===== src/rtl/thread_scheduler_pkg.sv =====
// Shared types for the SMT thread scheduler: core config subset, thread status, FSM states.
package thread_scheduler_pkg;

    typedef struct packed {
        int unsigned VLEN;
        int unsigned NUM_THREADS;
    } cva6_cfg_t;

    localparam cva6_cfg_t cva6_cfg_empty = '{VLEN: 32'd32, NUM_THREADS: 32'd4};

    typedef enum logic [1:0] {
        THREAD_HALTED  = 2'd0,
        THREAD_READY   = 2'd1,
        THREAD_WAITING = 2'd2
    } thread_status_t;

    typedef enum logic {
        SCHED_SELECT = 1'b0,
        SCHED_RUN    = 1'b1
    } sched_state_e;

    // Thread ID width; a single-thread core still carries a 1-bit ID.
    function automatic int unsigned tid_w(input int unsigned n);
        return (n > 1) ? $clog2(n) : 1;
    endfunction

endpackage


===== src/rtl/thread_scheduler_rr_arbiter.sv =====
// Rotating-priority pick: first set request at or after start, wrapping, one-hot grant.
module thread_scheduler_rr_arbiter
    import thread_scheduler_pkg::*;
#(
    parameter int unsigned N     = 4,
    parameter int unsigned IDX_W = 2
) (
    input  logic [N-1:0]     req,
    input  logic [IDX_W-1:0] start,
    output logic [N-1:0]     grant,
    output logic             found
);

    logic [IDX_W-1:0] idx;

    always_comb begin
        grant = '0;
        found = 1'b0;
        idx   = '0;
        for (int off = 0; off < int'(N); off++) begin
            idx = IDX_W'((int'(start) + off) % int'(N));
            if (!found && req[idx]) begin
                grant[idx] = 1'b1;
                found      = 1'b1;
            end
        end
    end

endmodule


===== src/rtl/thread_scheduler.sv =====
// Fine-grained SMT scheduler: picks the fetch thread, parks it on halt/miss/quantum expiry
// and drains pending wake-ups into the thread status store.
//
//  state        | meaning
//  SCHED_SELECT | no valid thread; scan for the next ready thread after cur_tid
//  SCHED_RUN    | cur_tid fetching; watch halt/switch/quantum events
module thread_scheduler
    import thread_scheduler_pkg::*;
#(
    parameter cva6_cfg_t   CVA6Cfg     = cva6_cfg_empty,
    parameter int unsigned NUM_THREADS = CVA6Cfg.NUM_THREADS,
    parameter int unsigned QUANTUM     = 64,
    localparam int unsigned VLEN       = CVA6Cfg.VLEN,
    localparam int unsigned TID_W      = tid_w(NUM_THREADS)
) (
    input  logic                 clk_i,
    input  logic                 rst_ni,
    input  thread_status_t       thread_status_i [NUM_THREADS],
    input  logic                 fetch_ready_i,
    input  logic                 switch_req_i,
    input  logic                 halt_req_i,
    input  logic [VLEN-1:0]      resume_pc_i,
    input  logic                 resume_req_i,
    input  logic [TID_W-1:0]     resume_id_i,
    output logic [TID_W-1:0]     active_thread_id_o,
    output logic                 thread_valid_o,
    output logic                 flush_o,
    output logic                 pc_write_o,
    output logic [TID_W-1:0]     pc_write_thread_id_o,
    output logic [VLEN-1:0]      pc_write_value_o,
    output logic                 status_update_o,
    output logic [TID_W-1:0]     status_update_id_o,
    output thread_status_t       status_value_o
);

    localparam int unsigned      CNT_W       = $clog2(QUANTUM + 1);
    localparam logic [TID_W-1:0] LAST_TID    = TID_W'(NUM_THREADS - 1);
    localparam logic [CNT_W-1:0] QUANTUM_CNT = CNT_W'(QUANTUM);

    sched_state_e         state_q, state_d;
    logic [TID_W-1:0]     cur_tid_q, cur_tid_d;
    logic [CNT_W-1:0]     cnt_q, cnt_d;
    logic [NUM_THREADS-1:0] pending_q, pending_d;

    logic [NUM_THREADS-1:0] ready_vec, waiting_vec, other_ready_vec;
    logic [NUM_THREADS-1:0] sel_grant, drain_grant;
    logic                   sel_found, drain_found, drain_take;
    logic [TID_W-1:0]       sel_start, sel_tid, drain_tid;

    logic                   ev_status_upd;
    thread_status_t         ev_status;

    always_comb begin
        ready_vec       = '0;
        waiting_vec     = '0;
        other_ready_vec = '0;
        for (int i = 0; i < int'(NUM_THREADS); i++) begin
            ready_vec[i]       = (thread_status_i[i] == THREAD_READY);
            waiting_vec[i]     = (thread_status_i[i] == THREAD_WAITING);
            other_ready_vec[i] = ready_vec[i] && (TID_W'(i) != cur_tid_q);
        end
    end

    // Scan starts just past the current thread so cur_tid is considered last.
    assign sel_start = (cur_tid_q == LAST_TID) ? '0 : cur_tid_q + 1'b1;

    thread_scheduler_rr_arbiter #(.N(NUM_THREADS), .IDX_W(TID_W)) u_sel_arb (
        .req   (ready_vec),
        .start (sel_start),
        .grant (sel_grant),
        .found (sel_found)
    );

    thread_scheduler_rr_arbiter #(.N(NUM_THREADS), .IDX_W(TID_W)) u_drain_arb (
        .req   (pending_q & waiting_vec),
        .start ('0),
        .grant (drain_grant),
        .found (drain_found)
    );

    always_comb begin
        sel_tid   = '0;
        drain_tid = '0;
        for (int i = 0; i < int'(NUM_THREADS); i++) begin
            if (sel_grant[i])   sel_tid   = TID_W'(i);
            if (drain_grant[i]) drain_tid = TID_W'(i);
        end
    end

    always_comb begin
        state_d       = state_q;
        cur_tid_d     = cur_tid_q;
        cnt_d         = cnt_q;
        flush_o       = 1'b0;
        pc_write_o    = 1'b0;
        ev_status_upd = 1'b0;
        ev_status     = THREAD_READY;
        case (state_q)
            SCHED_SELECT: begin
                if (sel_found) begin
                    cur_tid_d = sel_tid;
                    cnt_d     = '0;
                    state_d   = SCHED_RUN;
                end
            end
            SCHED_RUN: begin
                if (fetch_ready_i && (cnt_q < QUANTUM_CNT)) begin
                    cnt_d = cnt_q + CNT_W'(1);
                end
                if (halt_req_i) begin
                    pc_write_o    = 1'b1;
                    flush_o       = 1'b1;
                    ev_status_upd = 1'b1;
                    ev_status     = THREAD_HALTED;
                    state_d       = SCHED_SELECT;
                end else if (switch_req_i) begin
                    pc_write_o    = 1'b1;
                    flush_o       = 1'b1;
                    ev_status_upd = 1'b1;
                    ev_status     = THREAD_WAITING;
                    state_d       = SCHED_SELECT;
                end else if (cnt_q == QUANTUM_CNT) begin
                    if (|other_ready_vec) begin
                        pc_write_o = 1'b1;
                        flush_o    = 1'b1;
                        state_d    = SCHED_SELECT;
                    end else begin
                        cnt_d = '0;
                    end
                end
            end
            default: state_d = SCHED_SELECT;
        endcase
    end

    // Wake-ups only use the status port when no park update claims it.
    assign drain_take = drain_found && !ev_status_upd;

    always_comb begin
        pending_d = pending_q & waiting_vec;
        if (drain_take) begin
            pending_d = pending_d & ~drain_grant;
        end
        if (resume_req_i && !(drain_take && (drain_tid == resume_id_i))) begin
            pending_d[resume_id_i] = 1'b1;
        end
    end

    always_ff @(posedge clk_i or negedge rst_ni) begin
        if (!rst_ni) begin
            state_q   <= SCHED_SELECT;
            cur_tid_q <= '0;
            cnt_q     <= '0;
            pending_q <= '0;
        end else begin
            state_q   <= state_d;
            cur_tid_q <= cur_tid_d;
            cnt_q     <= cnt_d;
            pending_q <= pending_d;
        end
    end

    assign active_thread_id_o   = cur_tid_q;
    assign thread_valid_o       = (state_q == SCHED_RUN);
    assign pc_write_thread_id_o = cur_tid_q;
    assign pc_write_value_o     = resume_pc_i;
    assign status_update_o      = ev_status_upd || drain_take;
    assign status_update_id_o   = ev_status_upd ? cur_tid_q : drain_tid;
    assign status_value_o       = ev_status_upd ? ev_status : THREAD_READY;

endmodule


===== config.mk =====
export PLATFORM = sky130hd
export DESIGN_NAME = thread_scheduler
export DESIGN_NICKNAME = d
export VERILOG_FILES = /design/src/rtl/thread_scheduler_pkg.sv /design/src/rtl/thread_scheduler_rr_arbiter.sv /design/src/rtl/thread_scheduler.sv
export SDC_FILE = /design/constraint.sdc
export NUM_CORES = 1
export LEC_CHECK = 0
export ABC_AREA = 1
export CAP_MARGIN = 30
export CORE_ASPECT_RATIO = 2
export CORE_MARGIN = 4
export CORE_UTILIZATION = 28
export DETAILED_ROUTE_END_ITERATION = 6
export PLACE_DENSITY_LB_ADDON = 0.12
export SLEW_MARGIN = 25
export SYNTH_ARGS = -nofsm -noshare
export SYNTH_HDL_FRONTEND = slang
export SYNTH_HIERARCHICAL = 1
export SYNTH_SLANG_ARGS = --single-unit

===== constraint.sdc =====
create_clock -name clk_i -period 3.5 [get_ports clk_i]
set_input_delay 0.7 -clock clk_i [delete_from_list [all_inputs] [get_ports clk_i]]
set_output_delay 0.7 -clock clk_i [all_outputs]
set_load 0.05 [all_outputs]

==> results of run 1 <==
-- per-layer routing --
| metal | global-route usage | up-vias | share of wire |
|---|---|---|---|
| li1 | - | 1025 | - |
| met1 | 0.109 | 855 | 0.34 |
| met5 | 0 | - | 0 |
| met4 | 0.0725 | 0 | 0.047 |
| met2 | 0.253 | 59 | 0.58 |
| met3 | 0.0237 | 14 | 0.039 |
-- area by class of cell --
cell class | count | share of cell area
Sequential cell | 14 | 0.140
Inverter | 47 | 0.0707
Timing Repair Buffer | 32 | 0.143
Multi-Input combinational cell | 253 | 0.564
Clock buffer | 4 | 0.0356
Tap cell | 92 | 0.0461
-- timing repair --
| item | CTS | global route |
|---|---|---|
| setup endpoints to repair | 0 | 1 |
| hold endpoints to repair | 0 | 0 |
| setup buffers | 0 | 0 |
| gates resized for setup | 0 | 2 |
-- critical path: cells and delay by family --
family                 cells  cell delay (ps)
AO/OA/AOI/OAI              1              140
buffers and inverters      4              800
AND/OR/NAND/NOR           12              970
-- how the worst max path moves through the flow --
stage / cells after the start / slack, ps / to
final: 17 / 180 / status_update_id_o[0]
after detailed placement: 16 / 150 / status_update_id_o[0]
after CTS: 16 / 140 / status_update_id_o[0]
after global placement: 16 / 200 / status_update_id_o[0]
after global routing: 17 / 30 / status_update_id_o[0]
after floorplan: 8 / 420 / pc_write_o
-- registers in the layout (all words and copies together), names as in the netlist --
signal	cells
thread_valid_o	1
active_thread_id_o	2
cnt_q	7
pending_q	4
-- stage by stage --
step / total power, uW / instance area, um^2 / hold slack [ps] / instances / setup WS [ps]
after floorplan: 1270 / 2190 / 404 / 349 / 416
after detailed placement: 1560 / 2400 / 562 / 438 / 147
after global placement: 1560 / 2400 / 561 / 438 / 201
after CTS: 1810 / 2490 / 573 / 442 / 136
after global routing: 1970 / 2500 / 631 / 442 / 27.6
final: 1790 / 2500 / 572 / 442 / 182
-- power breakdown --
part           switching [uW]  internal [uW]
clock network            64.8            173
logic                     847            451
registers                50.9            198
-- placed cells by master (no fill, tap or decap), types with 2 or more instances in the layout --
cell,n
clkdlybuf4s50_1,22
nand2_4,3
a21oi_1,5
nand2_1,90
clkbuf_16,3
inv_2,5
nand3_2,2
nand3b_1,5
nand2_2,9
conb_1,15
o21a_1,2
o21ai_0,7
nand3_4,4
nor3_1,2
xor2_1,3
o21ai_1,3
inv_1,40
dfrtp_1,14
buf_4,5
ha_1,18
buf_12,5
nor2_1,31
nor2_4,4
clkinv_1,2
nor2_2,5
nand3_1,39
==> flow_summary.ini, run 1 <==
[clocking]
clk_pin_slew_ps = 50
clock_latency_ps = 240
clock-root-buffer = clkbuf_16
postCtsHoldBufs = 0
cts.sinks = 14
cts_tree = done
cts_buffers = 3
cts_max_path_buffers = 2
cts-htree-levels = 1

[grt]
grt_max_degree = 15
grt_pass1_wl_mm = 9.35
grt_pass1_vias = 2056
grt_overflow = 0
antenna_found_initial = 0
grtUsageTotal = 0.126

[timing]
setup_violations = 0
period_needed_ps = 3320
fmax_mhz = 301
slew_headroom = 0.566
finalSetupTns_ps = 0
tightest_slew_ps = 649
skew_ps = 2.34
rsz0062_at_grt = false
hold_violations = 0
report.final.slew_viol_count = 0
period_share = 0.948

[worst_setup_path]
rr_endpoint = cnt_q[6]$_DFFE_PN0P_
path_cells = clkdlybuf4s50_1 > nand2_1 > nor2_2 > inv_1 > nand2_1 > nand3_1 > nand2_1 > nand3_2 > nor2_1 > nor2_1 > nand2_1 > inv_1 > nand2_1 > nand2_1 > nand2_1 > o21ai_0 > buf_12
worst_path_max_delay_cell = clkdlybuf4s50_1
critPathKind = in -> out
critPathMaxFanout = 4
r2r_cells = 15
start_kind = input pin
r2r-start = active_thread_id_o[0]$_DFFE_PN0P_
arrival_ps = 2620
crit_top_cell = nand2_1
critPathMaxStageDelay_ps = 490
crit_path_end_kind = primary output
rrSetupSlack_ps = 720
critPathRequiredTime_ps = 2800
cp-startpoint = thread_status_i[3]

[floorplan]
row_count = 44
die_h_um = 132
core_um2 = 7380
die-area_um2 = 9190
die_x_um = 69.8
io_pins = 92
initial_core_util = 0.290

[synthesis]
syn_inst = 335
yosys_warnings = 6
syn-cell-area_um2 = 2140
syn_area_per_cell_um2 = 6.39

[placed_design]
place_congestion = 0.904
dp_hpwl_mm = 4.79
port_buffers = 27

[routing]
viasPerCell = 4.42
antenna_left = 0
wl_per_cell_um = 12.7
drtPass1Iterations = 6
drtIter0Drc = 75
vias = 1953
drc = 0
drt-total-wl_mm = 5.60

[flow_run]
cap_viol_max_count = 0

[layout]
regArea_um2 = 350
nNetsFinal = 417
drive_gt1_frac = 0.137
fin_util = 0.338
nFillCells = 851
syn_to_final_growth_pct = 16.7
n_antenna_cell = 0
multi_input_area_um2 = 1410

[hold_path]
hold-path-endpoint = cnt_q[0]$_DFFE_PN0P_
min_path_cells = 2
min_from = cnt_q[0]$_DFFE_PN0P_
hold_class = reg -> reg

[pwr]
ir_drop_mv = 0.406
p_leak_uw = 0.00129
power_density_nw_per_um2 = 715

[outcome]
status = completed
(Power assumes the default switching activity.)
==> run 2: changes to the inputs <==
- SKIP_CTS_REPAIR_TIMING: unset -> 1
- SYNTH_HIERARCHICAL: 1 -> unset
==> run 2 against run 1 <==
Final cell count shrank 37%. Combinational power is essentially flat. Utilization shrank 1.3 points. Fmax grew 12%. Global-route usage is essentially flat. Critical endpoint is now status_value_o[0]. Power shrank 3.0%. Final area shrank 29%. Sequential cell count is the same. Clock power shrank 32%. Die area shrank 25%. Synthesized cell count shrank 35%. Count of clock-buffer cells in the layout is the same.
==> flow_summary.ini, run 2 <==
[outcome]
status = completed

[synthesis]
syn_inst = 219
yosys-top-cells-count = nand2_1 (44), buf_4 (35), inv_1 (27)
async_reset_ff_frac = 1.00
syn_area_per_cell_um2 = 7.16
ys_seq_area_frac = 0.223
yosysTopAreaCell = dfrtp_1
synth_ff_type = dfrtp_1
synthTopCellsByArea = dfrtp_1 (22%), buf_4 (17%), nand2_1 (11%)
yosys_warnings = 0
ys_types = 29
synth_top_area_frac = 0.223
synth_nets = 276
synth_edf_count = 0
yosysMostFrequentCell = nand2_1
syn-cell-area_um2 = 1570
synth-seq-cells = 14

[routing]
drtIter0Drc = 25
viasPerCell = 4.69
vias = 1303
drtPass1Iterations = 4
antenna_left = 0
drt-total-wl_mm = 3.87
drc = 0
wl_per_cell_um = 13.9

[worst_setup_path]
path_cells = clkdlybuf4s50_1 > inv_1 > a21oi_2 > inv_1 > clkdlybuf4s50_1
worst_path_max_delay_cell = clkdlybuf4s50_1
worstPathBufferInverterCount = 4
critPathMaxStageDelay_ps = 830
arrival_ps = 2270
critPathMaxFanout = 5
crit_family = buffers and inverters
rr_endpoint = cnt_q[2]$_DFFE_PN0P_
r2r-start = active_thread_id_o[0]$_DFFE_PN0P_
crit_path_end_kind = primary output
r2r_cells = 11
rrSetupSlack_ps = 1340
start_kind = input pin
critPathRequiredTime_ps = 2800
critPathKind = in -> out

[pwr]
pwr-share-seq = 0.145
p_total_uw = 1730
power_density_nw_per_um2 = 981
power_frac_comb = 0.761
p_int_uw = 754
p_leak_uw = 0.000817
swShare = 0.565
p_sw_uw = 978
pwr-share-clk = 0.094
ir_drop_mv = 0.694

[clocking]
cts_buffers = 3
clk_pin_slew_ps = 60
cts_tree = done
cts.sinks = 14
cts_max_path_buffers = 2
cts-htree-levels = 1
clock-root-buffer = clkbuf_8
clock_latency_ps = 260

[placed_design]
dp_hpwl_mm = 3.29
place_congestion = 0.780
port_buffers = 27

[grt]
grt_max_degree = 15
antenna_found_initial = 0
grt_pass1_wl_mm = 6.60
grt_pass1_vias = 1409
grt_overflow = 0
grtUsageTotal = 0.125

[layout]
multi_input_area_um2 = 842
nFillCells = 612
fin_util = 0.326
final_common_cell = nand2_1
drive_gt1_frac = 0.138
regMostFlops = cnt_q
final_cell_mix = nand2_1 (44), inv_1 (27), clkdlybuf4s50_1 (22)
nNetsFinal = 276
regArea_um2 = 350
n_antenna_cell = 0
syn_to_final_growth_pct = 12.6
largest_reg_flops = 7

[floorplan]
die_x_um = 60.9
io_pins = 92
core_um2 = 5420
die_h_um = 114
die-area_um2 = 6930
row_count = 38
initial_core_util = 0.289

[flow_run]
cap_viol_max_count = 0

[timing]
setup_violations = 0
tightest_slew_ps = 672
finalSetupTns_ps = 0
period_needed_ps = 2970
fmax_mhz = 337
period_share = 0.849
hold_violations = 0
skew_ps = 5.73
rsz0062_at_grt = false
report.final.slew_viol_count = 0
slew_headroom = 0.551

[hold_path]
hold-path-endpoint = cnt_q[5]$_DFFE_PN0P_
min_from = cnt_q[5]$_DFFE_PN0P_
hold_class = reg -> reg
min_path_cells = 2
## run 2: layer usage
layer / up-vias / track usage / share of wire
li1: 672 / - / -
met1: 599 / 0.120 / 0.34
met2: 23 / 0.247 / 0.60
met3: 9 / 0.0170 / 0.035
met4: 0 / 0.0507 / 0.016
met5: - / 0 / 0
## run 2: power by group through the flow
stage | Sequential [uW] | Combinational [uW] | Clock (uW)
2_1_floorplan | 310 | 989 | 0
3_3_place_gp | 256 | 1350 | 0
3_5_place_dp | 257 | 1340 | 0
4_1_cts | 253 | 1340 | 167
5_1_grt | 260 | 1450 | 176
6_report | 251 | 1320 | 163
## run 2: cell type report
type | count | area share
sequential | 14 | 0.198
inverter | 30 | 0.0638
timing repair buffer | 30 | 0.187
tap | 60 | 0.0425
clock buffer | 4 | 0.0312
multi-input combinational | 140 | 0.477
## run 2: how the worst max path moves through the flow
stage	from	endpoint	slack, ps	depth (start not counted)
after floorplan	active_thread_id_o[0]$_DFFE_PN0P_	pc_write_o	180	6
after global placement	switch_req_i	status_value_o[0]	530	5
after detailed placement	halt_req_i	status_value_o[0]	520	5
after CTS	halt_req_i	status_value_o[0]	520	5
after global routing	halt_req_i	status_value_o[0]	450	5
final	halt_req_i	status_value_o[0]	530	5
## run 2: worst min-delay path: stages, from the launching register on
cell	delay, ps
dfrtp_1	320
inv_1	80
o22ai_1	130
## run 2: stage by stage
stage | hold WS (ps) | setup slack (ps) | cell area, um^2 | cells
global placement | 549 | 527 | 1710 | 274
CTS | 577 | 520 | 1770 | 278
finish | 573 | 529 | 1770 | 278
floorplan | 404 | 183 | 1570 | 219
global route | 596 | 448 | 1770 | 278
detailed placement | 566 | 521 | 1710 | 274
## run 2: logic make-up after synthesis
group | after synthesis | synth area share
xor gates and xnor gates | 7 | 0.0391
buffers and inverters | 65 | 0.239
and+or+nand+nor | 97 | 0.314
muxes | 1 | 0.00638
AOI/OAI and AO/OA | 26 | 0.105
DFF | 14 | 0.223
adders and majority gates | 9 | 0.0718
==> run 3: changes to the inputs <==
- clock period: 3.5 -> 2.59 ns (I/O delays scaled with it)
==> run 3 against run 2 <==
First-iteration DRC count shrank 56%. Final cell count up 0.36%. Utilization increased by 0.81 points. Critical endpoint is now flush_o. Power grew 38%. Count of clock-buffer cells in the layout stayed put. Via count grew 1.8%. Clock skew is 1.5 ps lower. Critical path depth is 2 higher. Wire length up 7.0%. Clock power grew 34%.
==> flow_summary.ini, run 3 (synthesis results as in run 2) <==
[outcome]
status = completed

[layout]
n_antenna_cell = 0
finish.instance_area_um2 = 1810
regMostFlops = cnt_q
drive_gt1_frac = 0.169
largest_reg_flops = 7
nNetsFinal = 277
final_common_cell = nand2_1
final_cell_mix = nand2_1 (44), inv_1 (27), clkdlybuf4s50_1 (20), nand3_1 (14), nor2_1 (13)
syn_to_final_growth_pct = 15.4
nFillCells = 621

[pwr]
ir_drop_mv = 0.671
p_leak_uw = 0.000832
power_density_nw_per_um2 = 1330

[floorplan]
die_x_um = 60.9
core_um2 = 5420
die_h_um = 114
row_count = 38
io_pins = 92
die-area_um2 = 6930
initial_core_util = 0.289

[routing]
drc = 0
drtIter0Drc = 11
drtPass1Iterations = 2
antenna_left = 0
wl_per_cell_um = 14.8
viasPerCell = 4.75
drt-total-wl_mm = 4.13
vias = 1326

[hold_path]
min_from = cnt_q[6]$_DFFE_PN0P_
hold_class = reg -> reg
hold-path-endpoint = cnt_q[6]$_DFFE_PN0P_
min_path_cells = 2

[grt]
grt_pass1_wl_mm = 6.91
grtUsageTotal = 0.133
grt_pass1_vias = 1507
grt_max_degree = 15
grt_overflow = 0
antenna_found_initial = 0

[clocking]
clk_pin_slew_ps = 60
cts_buffers = 3
cts-htree-levels = 1
cts_tree = done
cts.sinks = 14
clock-root-buffer = clkbuf_8
clock_latency_ps = 250
cts_max_path_buffers = 2

[worst_setup_path]
critPathRequiredTime_ps = 2070
rrSetupSlack_ps = 550
rr_endpoint = active_thread_id_o[1]$_DFFE_PN0P_
crit_path_end_kind = primary output
critPathKind = reg -> out
critPathMaxFanout = 3
arrival_ps = 1920
start_kind = register
r2r_cells = 12
r2r-start = active_thread_id_o[0]$_DFFE_PN0P_

[timing]
hold_violations = 0
slew_headroom = 0.553
period_share = 0.942
rsz0062_at_grt = false
skew_ps = 4.27
fmax_mhz = 410
tightest_slew_ps = 668
period_needed_ps = 2440
finalSetupTns_ps = 0
setup_violations = 0
report.final.slew_viol_count = 0

[placed_design]
dp_hpwl_mm = 3.62
postPlaceCellArea_um2 = 1750
port_buffers = 27
place_congestion = 0.838

[flow_run]
cap_viol_max_count = 0
==> run 3: cell types whose count changed in the layout (fill, tap and decap cells not counted) <==
cell and change:
o21ai_4 +1, dfrtp_2 +2, clkdlybuf4s50_1 -2, buf_12 +2, nor2_2 +1, buf_4 +1, dfrtp_1 -2, nor2_1 -1
o21ai_0 -1
==> run 3: worst max path at each step <==
stage	start	end	slack [ps]	cells after the start
2_1_floorplan	thread_status_i[7]	status_update_id_o[1]	20	5
3_3_place_gp	thread_status_i[3]	status_update_id_o[1]	90	8
3_5_place_dp	thread_status_i[3]	status_update_id_o[1]	120	8
4_1_cts	active_thread_id_o[0]$_DFFE_PN0P_	pc_write_o	60	6
5_1_grt	cnt_q[0]$_DFFE_PN0P_	pc_write_o	7	7
6_report	cnt_q[0]$_DFFE_PN0P_	flush_o	150	7
==> run 3: critical path, cell delays in order, from the launching register on <==
cell	delay [ps]
dfrtp_1	400
inv_1	110
ha_1	170
nand4_1	90
nor3_1	320
nand2_1	160
o21ai_4	250
buf_12	170
==> run 3: final cells by class <==
type | instances | area [um^2] | area share
multi-input combinational | 140 | 856 | 0.473
timing repair buffer | 31 | 358 | 0.198
sequential | 14 | 353 | 0.195
inverter | 30 | 113 | 0.0622
tap | 60 | 75.1 | 0.0415
clock buffer | 4 | 55.1 | 0.0304
==> run 3: per-layer routing <==
| layer | GRT usage | up-vias | part of all wire |
|---|---|---|---|
| li1 | - | 673 | - |
| met4 | 0.0564 | 0 | 0.022 |
| met5 | 0 | - | 0 |
| met3 | 0.0227 | 10 | 0.051 |
| met2 | 0.279 | 27 | 0.62 |
| met1 | 0.108 | 616 | 0.30 |
==> run 3: where the power goes <==
group          internal, uW  total, uW  switching [uW]  leakage [uW]
clock network           135        218            83.3     0.0000288
logic                   644       1830            1180      0.000621
registers               272        350            78.2      0.000182
total                  1050       2400            1350      0.000832
==> run 3: through the flow <==
| step | hold WS [ps] | utilization | power [uW] | instances | setup WS [ps] |
|---|---|---|---|---|---|
| floorplan | 222 | - | 1770 | 219 | 19.7 |
| global placement | 554 | 0.323 | 2220 | 275 | 86.3 |
| detailed placement | 558 | 0.323 | 2210 | 275 | 117 |
| CTS | 568 | 0.333 | 2440 | 279 | 63.1 |
| global route | 609 | 0.334 | 2610 | 279 | 7.06 |
| finish | 567 | 0.334 | 2400 | 279 | 149 |
